===== src/rtl/lsu_pkg.sv =====
// lsu_pkg
//   Shared definitions for the load/store bus master:
//   - RV32I load/store width codes (funct3)
//   - FSM state encoding
//   - lane-index helpers that turn the low address bits into shift amounts
//   No ports.

package lsu_pkg;

    localparam logic [2:0] F3_B  = 3'b000;
    localparam logic [2:0] F3_H  = 3'b001;
    localparam logic [2:0] F3_W  = 3'b010;
    localparam logic [2:0] F3_BU = 3'b100;
    localparam logic [2:0] F3_HU = 3'b101;

    typedef enum logic [1:0] {
        ST_IDLE = 2'd0,
        ST_REQ  = 2'd1,
        ST_WAIT = 2'd2,
        ST_DONE = 2'd3
    } lsu_state_t;

    // Bit offset of the addressed byte lane within a 32-bit word.
    function automatic logic [4:0] byte_shift(input logic [1:0] addr_lo);
        return {addr_lo, 3'b000};
    endfunction

    // Bit offset of the addressed halfword within a 32-bit word.
    function automatic logic [4:0] half_shift(input logic addr_hi);
        return {addr_hi, 4'b0000};
    endfunction

endpackage


===== src/rtl/lsu_load_extend.sv =====
// lsu_load_extend
//   Combinational load-data alignment: picks the byte/halfword lane named by
//   the low address bits out of the returned bus word and sign- or
//   zero-extends it according to funct3.
// Ports:
//   word     in  32  word returned by the bus
//   addr_lo  in  2   low byte-address bits of the load
//   funct3   in  3   RV32I load width/sign code
//   result   out 32  extended load result

module lsu_load_extend
    import lsu_pkg::*;
(
    input  logic [31:0] word,
    input  logic [1:0]  addr_lo,
    input  logic [2:0]  funct3,
    output logic [31:0] result
);

    logic [31:0] byte_aligned;
    logic [31:0] half_aligned;
    logic [7:0]  sel_byte;
    logic [15:0] sel_half;

    assign byte_aligned = word >> byte_shift(addr_lo);
    assign half_aligned = word >> half_shift(addr_lo[1]);
    assign sel_byte     = byte_aligned[7:0];
    assign sel_half     = half_aligned[15:0];

    always_comb begin
        result = word;
        case (funct3)
            F3_B:    result = {{24{sel_byte[7]}}, sel_byte};
            F3_BU:   result = {24'h000000, sel_byte};
            F3_H:    result = {{16{sel_half[15]}}, sel_half};
            F3_HU:   result = {16'h0000, sel_half};
            default: result = word;
        endcase
    end

endmodule


===== src/rtl/lsu_bus_master.sv =====
// lsu_bus_master
//   Initiator side of the data-memory interface. Accepts one load or store
//   from the core, issues a word-aligned bus request with byte enables,
//   waits for grant and response, then returns extended load data or a
//   store acknowledge with a one-cycle done pulse. One transaction in flight.
//
//   Build option: define LSU_TIMEOUT_EN to add a per-phase watchdog
//   (TIMEOUT_CYCLES parameter) that aborts REQ or WAIT with lsu_err=1.
//
// Ports:
//   clk, reset                 clock, synchronous active-high reset
//   lsu_valid/lsu_ready        core request handshake (ready only in IDLE)
//   lsu_we, lsu_funct3         store flag, RV32I width/sign code
//   lsu_addr, lsu_wdata        byte address, store data
//   lsu_done, lsu_rdata,       completion pulse, load result (held),
//   lsu_err                    error flag valid with done
//   bus_req/bus_gnt            request held until grant
//   bus_we, bus_addr, bus_be,  write strobe, word address, byte enables,
//   bus_wdata                  lane-replicated store data
//   bus_rvalid, bus_rdata      one-cycle response / read data
//
// State | meaning
// ------+---------------------------------------------------------------
// IDLE  | ready for a core request
// REQ   | bus_req asserted, waiting for bus_gnt
// WAIT  | request granted, waiting for bus_rvalid
// DONE  | lsu_done pulse (with lsu_err / lsu_rdata valid), back to IDLE

module lsu_bus_master
    import lsu_pkg::*;
#(
    parameter int DATA_WIDTH = 32,
    parameter int ADDR_WIDTH = 32
`ifdef LSU_TIMEOUT_EN
    ,
    parameter int TIMEOUT_CYCLES = 16
`endif
) (
    input  logic                    clk,
    input  logic                    reset,

    input  logic                    lsu_valid,
    output logic                    lsu_ready,
    input  logic                    lsu_we,
    input  logic [2:0]              lsu_funct3,
    input  logic [ADDR_WIDTH-1:0]   lsu_addr,
    input  logic [DATA_WIDTH-1:0]   lsu_wdata,
    output logic                    lsu_done,
    output logic [DATA_WIDTH-1:0]   lsu_rdata,
    output logic                    lsu_err,

    output logic                    bus_req,
    output logic                    bus_we,
    output logic [ADDR_WIDTH-1:0]   bus_addr,
    output logic [DATA_WIDTH/8-1:0] bus_be,
    output logic [DATA_WIDTH-1:0]   bus_wdata,
    input  logic                    bus_gnt,
    input  logic                    bus_rvalid,
    input  logic [DATA_WIDTH-1:0]   bus_rdata
);

    lsu_state_t state;

    // Registered copy of the accepted request, needed for load extraction.
    logic       we_q;
    logic [1:0] addr_lo_q;
    logic [2:0] funct3_q;

    logic                    misaligned;
    logic                    illegal;
    logic [DATA_WIDTH/8-1:0] be_next;
    logic [DATA_WIDTH-1:0]   wdata_next;
    logic [DATA_WIDTH-1:0]   load_result;

`ifdef LSU_TIMEOUT_EN
    localparam int          TO_W    = $clog2(TIMEOUT_CYCLES + 1);
    // Loaded with N-1 so the terminal count (zero) is seen on the Nth cycle.
    localparam logic [TO_W-1:0] TO_LOAD = TO_W'(TIMEOUT_CYCLES - 1);
    logic [TO_W-1:0] to_cnt;
`endif

    always_comb begin
        misaligned = 1'b0;
        case (lsu_funct3)
            F3_H, F3_HU: misaligned = lsu_addr[0];
            F3_W:        misaligned = (lsu_addr[1:0] != 2'b00);
            default:     misaligned = 1'b0;
        endcase
    end

    always_comb begin
        illegal = 1'b0;
        if (lsu_we)
            illegal = !(lsu_funct3 inside {F3_B, F3_H, F3_W});
        else
            illegal = (lsu_funct3 inside {3'b011, 3'b110, 3'b111});
    end

    // funct3[1:0] is the access size for both signed and unsigned codes.
    always_comb begin
        be_next    = 4'b1111;
        wdata_next = lsu_wdata;
        case (lsu_funct3[1:0])
            2'b00: begin
                be_next    = 4'b0001 << lsu_addr[1:0];
                wdata_next = {4{lsu_wdata[7:0]}};
            end
            2'b01: begin
                be_next    = lsu_addr[1] ? 4'b1100 : 4'b0011;
                wdata_next = {2{lsu_wdata[15:0]}};
            end
            default: begin
                be_next    = 4'b1111;
                wdata_next = lsu_wdata;
            end
        endcase
    end

    lsu_load_extend u_load_extend (
        .word    (bus_rdata),
        .addr_lo (addr_lo_q),
        .funct3  (funct3_q),
        .result  (load_result)
    );

    always_ff @(posedge clk) begin
        if (reset) begin
            state     <= ST_IDLE;
            lsu_ready <= 1'b1;
            lsu_done  <= 1'b0;
            lsu_err   <= 1'b0;
            lsu_rdata <= '0;
            bus_req   <= 1'b0;
            bus_we    <= 1'b0;
            bus_addr  <= '0;
            bus_be    <= '0;
            bus_wdata <= '0;
            we_q      <= 1'b0;
            addr_lo_q <= 2'b00;
            funct3_q  <= 3'b000;
`ifdef LSU_TIMEOUT_EN
            to_cnt    <= '0;
`endif
        end else begin
            case (state)
                ST_IDLE: begin
                    if (lsu_valid) begin
                        we_q      <= lsu_we;
                        addr_lo_q <= lsu_addr[1:0];
                        funct3_q  <= lsu_funct3;
                        lsu_ready <= 1'b0;
                        if (misaligned || illegal) begin
                            // Rejected without touching the bus.
                            state    <= ST_DONE;
                            lsu_done <= 1'b1;
                            lsu_err  <= 1'b1;
                        end else begin
                            state     <= ST_REQ;
                            bus_req   <= 1'b1;
                            bus_we    <= lsu_we;
                            bus_addr  <= {lsu_addr[ADDR_WIDTH-1:2], 2'b00};
                            bus_be    <= be_next;
                            bus_wdata <= wdata_next;
`ifdef LSU_TIMEOUT_EN
                            to_cnt    <= TO_LOAD;
`endif
                        end
                    end
                end

                ST_REQ: begin
                    if (bus_gnt) begin
                        state   <= ST_WAIT;
                        bus_req <= 1'b0;
`ifdef LSU_TIMEOUT_EN
                        to_cnt  <= TO_LOAD;
`endif
                    end
`ifdef LSU_TIMEOUT_EN
                    else if (to_cnt == '0) begin
                        state    <= ST_DONE;
                        bus_req  <= 1'b0;
                        lsu_done <= 1'b1;
                        lsu_err  <= 1'b1;
                    end else begin
                        to_cnt <= to_cnt - 1'b1;
                    end
`endif
                end

                ST_WAIT: begin
                    if (bus_rvalid) begin
                        state    <= ST_DONE;
                        lsu_done <= 1'b1;
                        lsu_err  <= 1'b0;
                        if (!we_q)
                            lsu_rdata <= load_result;
                    end
`ifdef LSU_TIMEOUT_EN
                    else if (to_cnt == '0) begin
                        state    <= ST_DONE;
                        lsu_done <= 1'b1;
                        lsu_err  <= 1'b1;
                    end else begin
                        to_cnt <= to_cnt - 1'b1;
                    end
`endif
                end

                ST_DONE: begin
                    state     <= ST_IDLE;
                    lsu_done  <= 1'b0;
                    lsu_err   <= 1'b0;
                    lsu_ready <= 1'b1;
                end

                default: begin
                    state     <= ST_IDLE;
                    lsu_done  <= 1'b0;
                    lsu_err   <= 1'b0;
                    lsu_ready <= 1'b1;
                    bus_req   <= 1'b0;
                end
            endcase
        end
    end

endmodule


===== config.mk =====
export PLATFORM = sky130hd
export DESIGN_NAME = lsu_bus_master
export DESIGN_NICKNAME = d
export VERILOG_FILES = /design/src/rtl/lsu_pkg.sv /design/src/rtl/lsu_load_extend.sv /design/src/rtl/lsu_bus_master.sv
export SDC_FILE = /design/constraint.sdc
export NUM_CORES = 1
export LEC_CHECK = 0
export BUFFER_PORTS_ARGS = -buffer_cell sky130_fd_sc_hd__buf_2
export CAP_MARGIN = 20
export CORE_MARGIN = 1
export CORE_UTILIZATION = 48
export CTS_CLUSTER_DIAMETER = 100
export CTS_CLUSTER_SIZE = 28
export DETAILED_ROUTE_END_ITERATION = 6
export GPL_ROUTABILITY_DRIVEN = 1
export PLACE_DENSITY = 0.88
export SETUP_SLACK_MARGIN = 0.5
export SYNTH_ARGS = -nofsm -noshare
export SYNTH_HDL_FRONTEND = slang
export SYNTH_SLANG_ARGS = --single-unit

===== constraint.sdc =====
create_clock -name clk -period 1.9 [get_ports clk]
set_input_delay 0 -clock clk [delete_from_list [all_inputs] [get_ports clk]]
set_output_delay 0 -clock clk [all_outputs]
set_load 0.03 [all_outputs]

==> results.tsv <==
metric	value	unit
Hold Crit Endpoint	bus_wdata[22]	
RSZ-0062 raised after global routing	true	
vias in the first global route	5843	
Overflow after GRT	0	
final setup fails	0	
status	finished, final reports clean	
CP Launch Type	register	
clk sinks	111	
Core ar.	10300	um^2
setup tns final	0	ns
GRT busiest layer	met2	
CTS tree	yes	
Setup Skew	0.0166	ns
Routed WL	22000	um
maxcap violations	0	
commonest cells after routing, fill and taps aside	buf_2 (206), nand2_1 (133), dfxtp_1 (105), dlygate4sd3_1 (75), a21oi_1 (52)	
Detailed Place HPWL	10200	um
routed vias/inst	5.92	
cell row count	37	
cells after synthesis	614	
Starting Density	0.492	
final hold vios	0	
IO Port Bufs	207	
Async SR Flop Fraction	0	
Synth warnings	0	
post-synthesis cell type count	49	
peak supply drop	0.556	mV
pwr dens	1010	nW/um^2
vias	6263	
crit path max fanout	11	
RR Startpoint	state[1]	
depth of the most critical reg-to-reg path	8	
Layout fillers	546	
Final ANT Viol Nets	0	
fin. max-slew vios	0	
met3 GRT Util	0.0655	
final net count	1027	
Initial DRC Count	577	
CTS root buffer	clkbuf_8	
Die Width	105	um
reg2reg setup slack	0.27	ns
Arr. time, crit path	1.94	ns
fin area	8440	um^2
hold_sp	lsu_wdata[22]	
post-synthesis sequential area ratio	0.439	
initial antenna violation count	0	
Post-synth EDFFs	0	
predominant post-synthesis flop cell	dfxtp_1	
minimum clock period	1.63	ns
Longest Clk Path Bufs	2	
most common library cell in the layout ignoring fill and taps	buf_2	
period utilisation layout	0.860	
Num CTS Buffers	9	
clock latency on the worst-skew pair	0.37	ns
Syn-to-layout area delta	66.9	%
drt drc	0	
GRT Resource Usage Total	0.325	
Post-DP Area	6270	um^2
global-route wire length before repair	28700	um
Worst R2R End	bus_wdata[4]	
met2 usage	0.585	
Least-Margin Pin Slew	0.779	ns
final core occ	0.822	
share of cells above drive strength 1	0.430	
number of H-tree levels	3	
Die Area	11000	um^2
# IOs	210	
routability cong.	0.864	
CP required	2.20	ns
Crit. End Element	register	
Max-slew headroom	0.481	
worst hold path depth	3	
Die Y	105	um
Hold Path Class	primary input to register	
post-synthesis cell area	5060	um^2
Peak Freq	0.612	GHz
largest net degree at the start of global routing	59	
Leakage	3.52	nW
met1 usage	0.359	
overall power	0.00852	W
clock-pin transition on the worst setup and hold timing paths	0.12	ns
routed len/inst	20.8	um
synthesized area per cell	8.24	um^2
drt first pass iters	5	
post-synthesis register bit count	111	
Setup CP Type	register to register	
number of diodes	0	
## how the worst max path moves through the flow
stage | start | to | slack (ns) | cells past startpoint
3_5_place_dp | state[0] | lsu_rdata[16] | 0.14 | 6
3_3_place_gp | state[0] | lsu_rdata[21] | 0.20 | 6
6_report | state[1] | bus_wdata[4] | 0.27 | 8
5_1_grt | state[0] | bus_wdata[24] | 0.21 | 8
4_1_cts | state[0] | lsu_rdata[9] | 0.34 | 7
2_1_floorplan | state[1] | bus_wdata[15] | 0.35 | 9
## synth_stat cells, types with 8 or more instances
cell type / instances / area, um^2
nor3b_1: 8 / 60.1
buf_2: 19 / 95.1
o21ai_0: 8 / 40.0
nand2_1: 139 / 522
clkbuf_1: 22 / 82.6
a2111oi_0: 8 / 70.1
mux2i_1: 28 / 280
nor2_1: 60 / 225
nor2b_1: 9 / 56.3
a21oi_1: 66 / 330
o211ai_1: 8 / 60.1
a211oi_1: 40 / 300
dfxtp_1: 111 / 2220
## metal layers
| metal | up-vias | wire length (um) |
|---|---|---|
| met1 | 2909 | 7500 |
| met5 | - | 0 |
| met3 | 140 | 1910 |
| met4 | 0 | 1340 |
| met2 | 480 | 11200 |
| li1 | 2734 | - |
## cell type report
class	instances	area, um^2	area share
clock inverter	7	72.6	0.00860
timing repair buffer	343	2720	0.323
inverter	7	31.3	0.00370
sequential	111	2240	0.266
tap	136	170	0.0202
clock buffer	9	124	0.0147
multi-input combinational	445	3080	0.365
## registers in the layout, summed over array words and instances, names as in the netlist
register and flops:
bus_wdata 32, lsu_rdata 32, bus_addr 30, bus_be 4, funct3_q 3, addr_lo_q 2, state 2, bus_req 1
bus_we 1, lsu_done 1, lsu_err 1, lsu_ready 1, we_q 1
## logic make-up (layout without fill, tap and decap cells)
kind of cell / Yosys count / after routing / share of synthesized area
buf+inv: 60 / 366 / 0.0589
compound gates: 153 / 154 / 0.203
mux: 31 / 31 / 0.0621
other cells: 1 / 2 / 0.000741
simple gates: 253 / 253 / 0.224
fa+ha+maj: 5 / 5 / 0.0124
flops: 111 / 111 / 0.439
## repair_timing
item                                    in CTS  in global routing
cloned                                       6                 13
pin swaps                                    8                 28
endpoints found under the setup margin     100                104
endpoints found under the hold margin       76                  0
hold buffers                                75                  0
setup buffers                               16                 10
gates resized for setup                     59                 75
## through the flow
stage	cells	hold slack, ns	worst slack [ns]
after CTS	1035	0.00623	0.341
after detailed placement	922	0.246	0.138
after global placement	922	0.242	0.205
after floorplan	615	0.136	0.350
final	1058	0.0227	0.265
after global routing	1058	0.0175	0.213
## power by group
| part | total [W] | switching, W | internal [W] |
|---|---|---|---|
| logic | 0.00409 | 0.00235 | 0.00174 |
| clock network | 0.00146 | 0.000937 | 0.000524 |
| registers | 0.00298 | 0.000280 | 0.00270 |
| total | 0.00852 | 0.00357 | 0.00496 |
## critical path, stage by stage, from the launching register on
cell and delay [ns]:
dfxtp_4 0.40, inv_4 0.05, ha_4 0.16, and2_4 0.14, buf_4 0.15, o21ai_4 0.19
buf_12 0.20, nand2_1 0.09, a21oi_2 0.19
No activity file was read; power rests on OpenSTA's default activity.
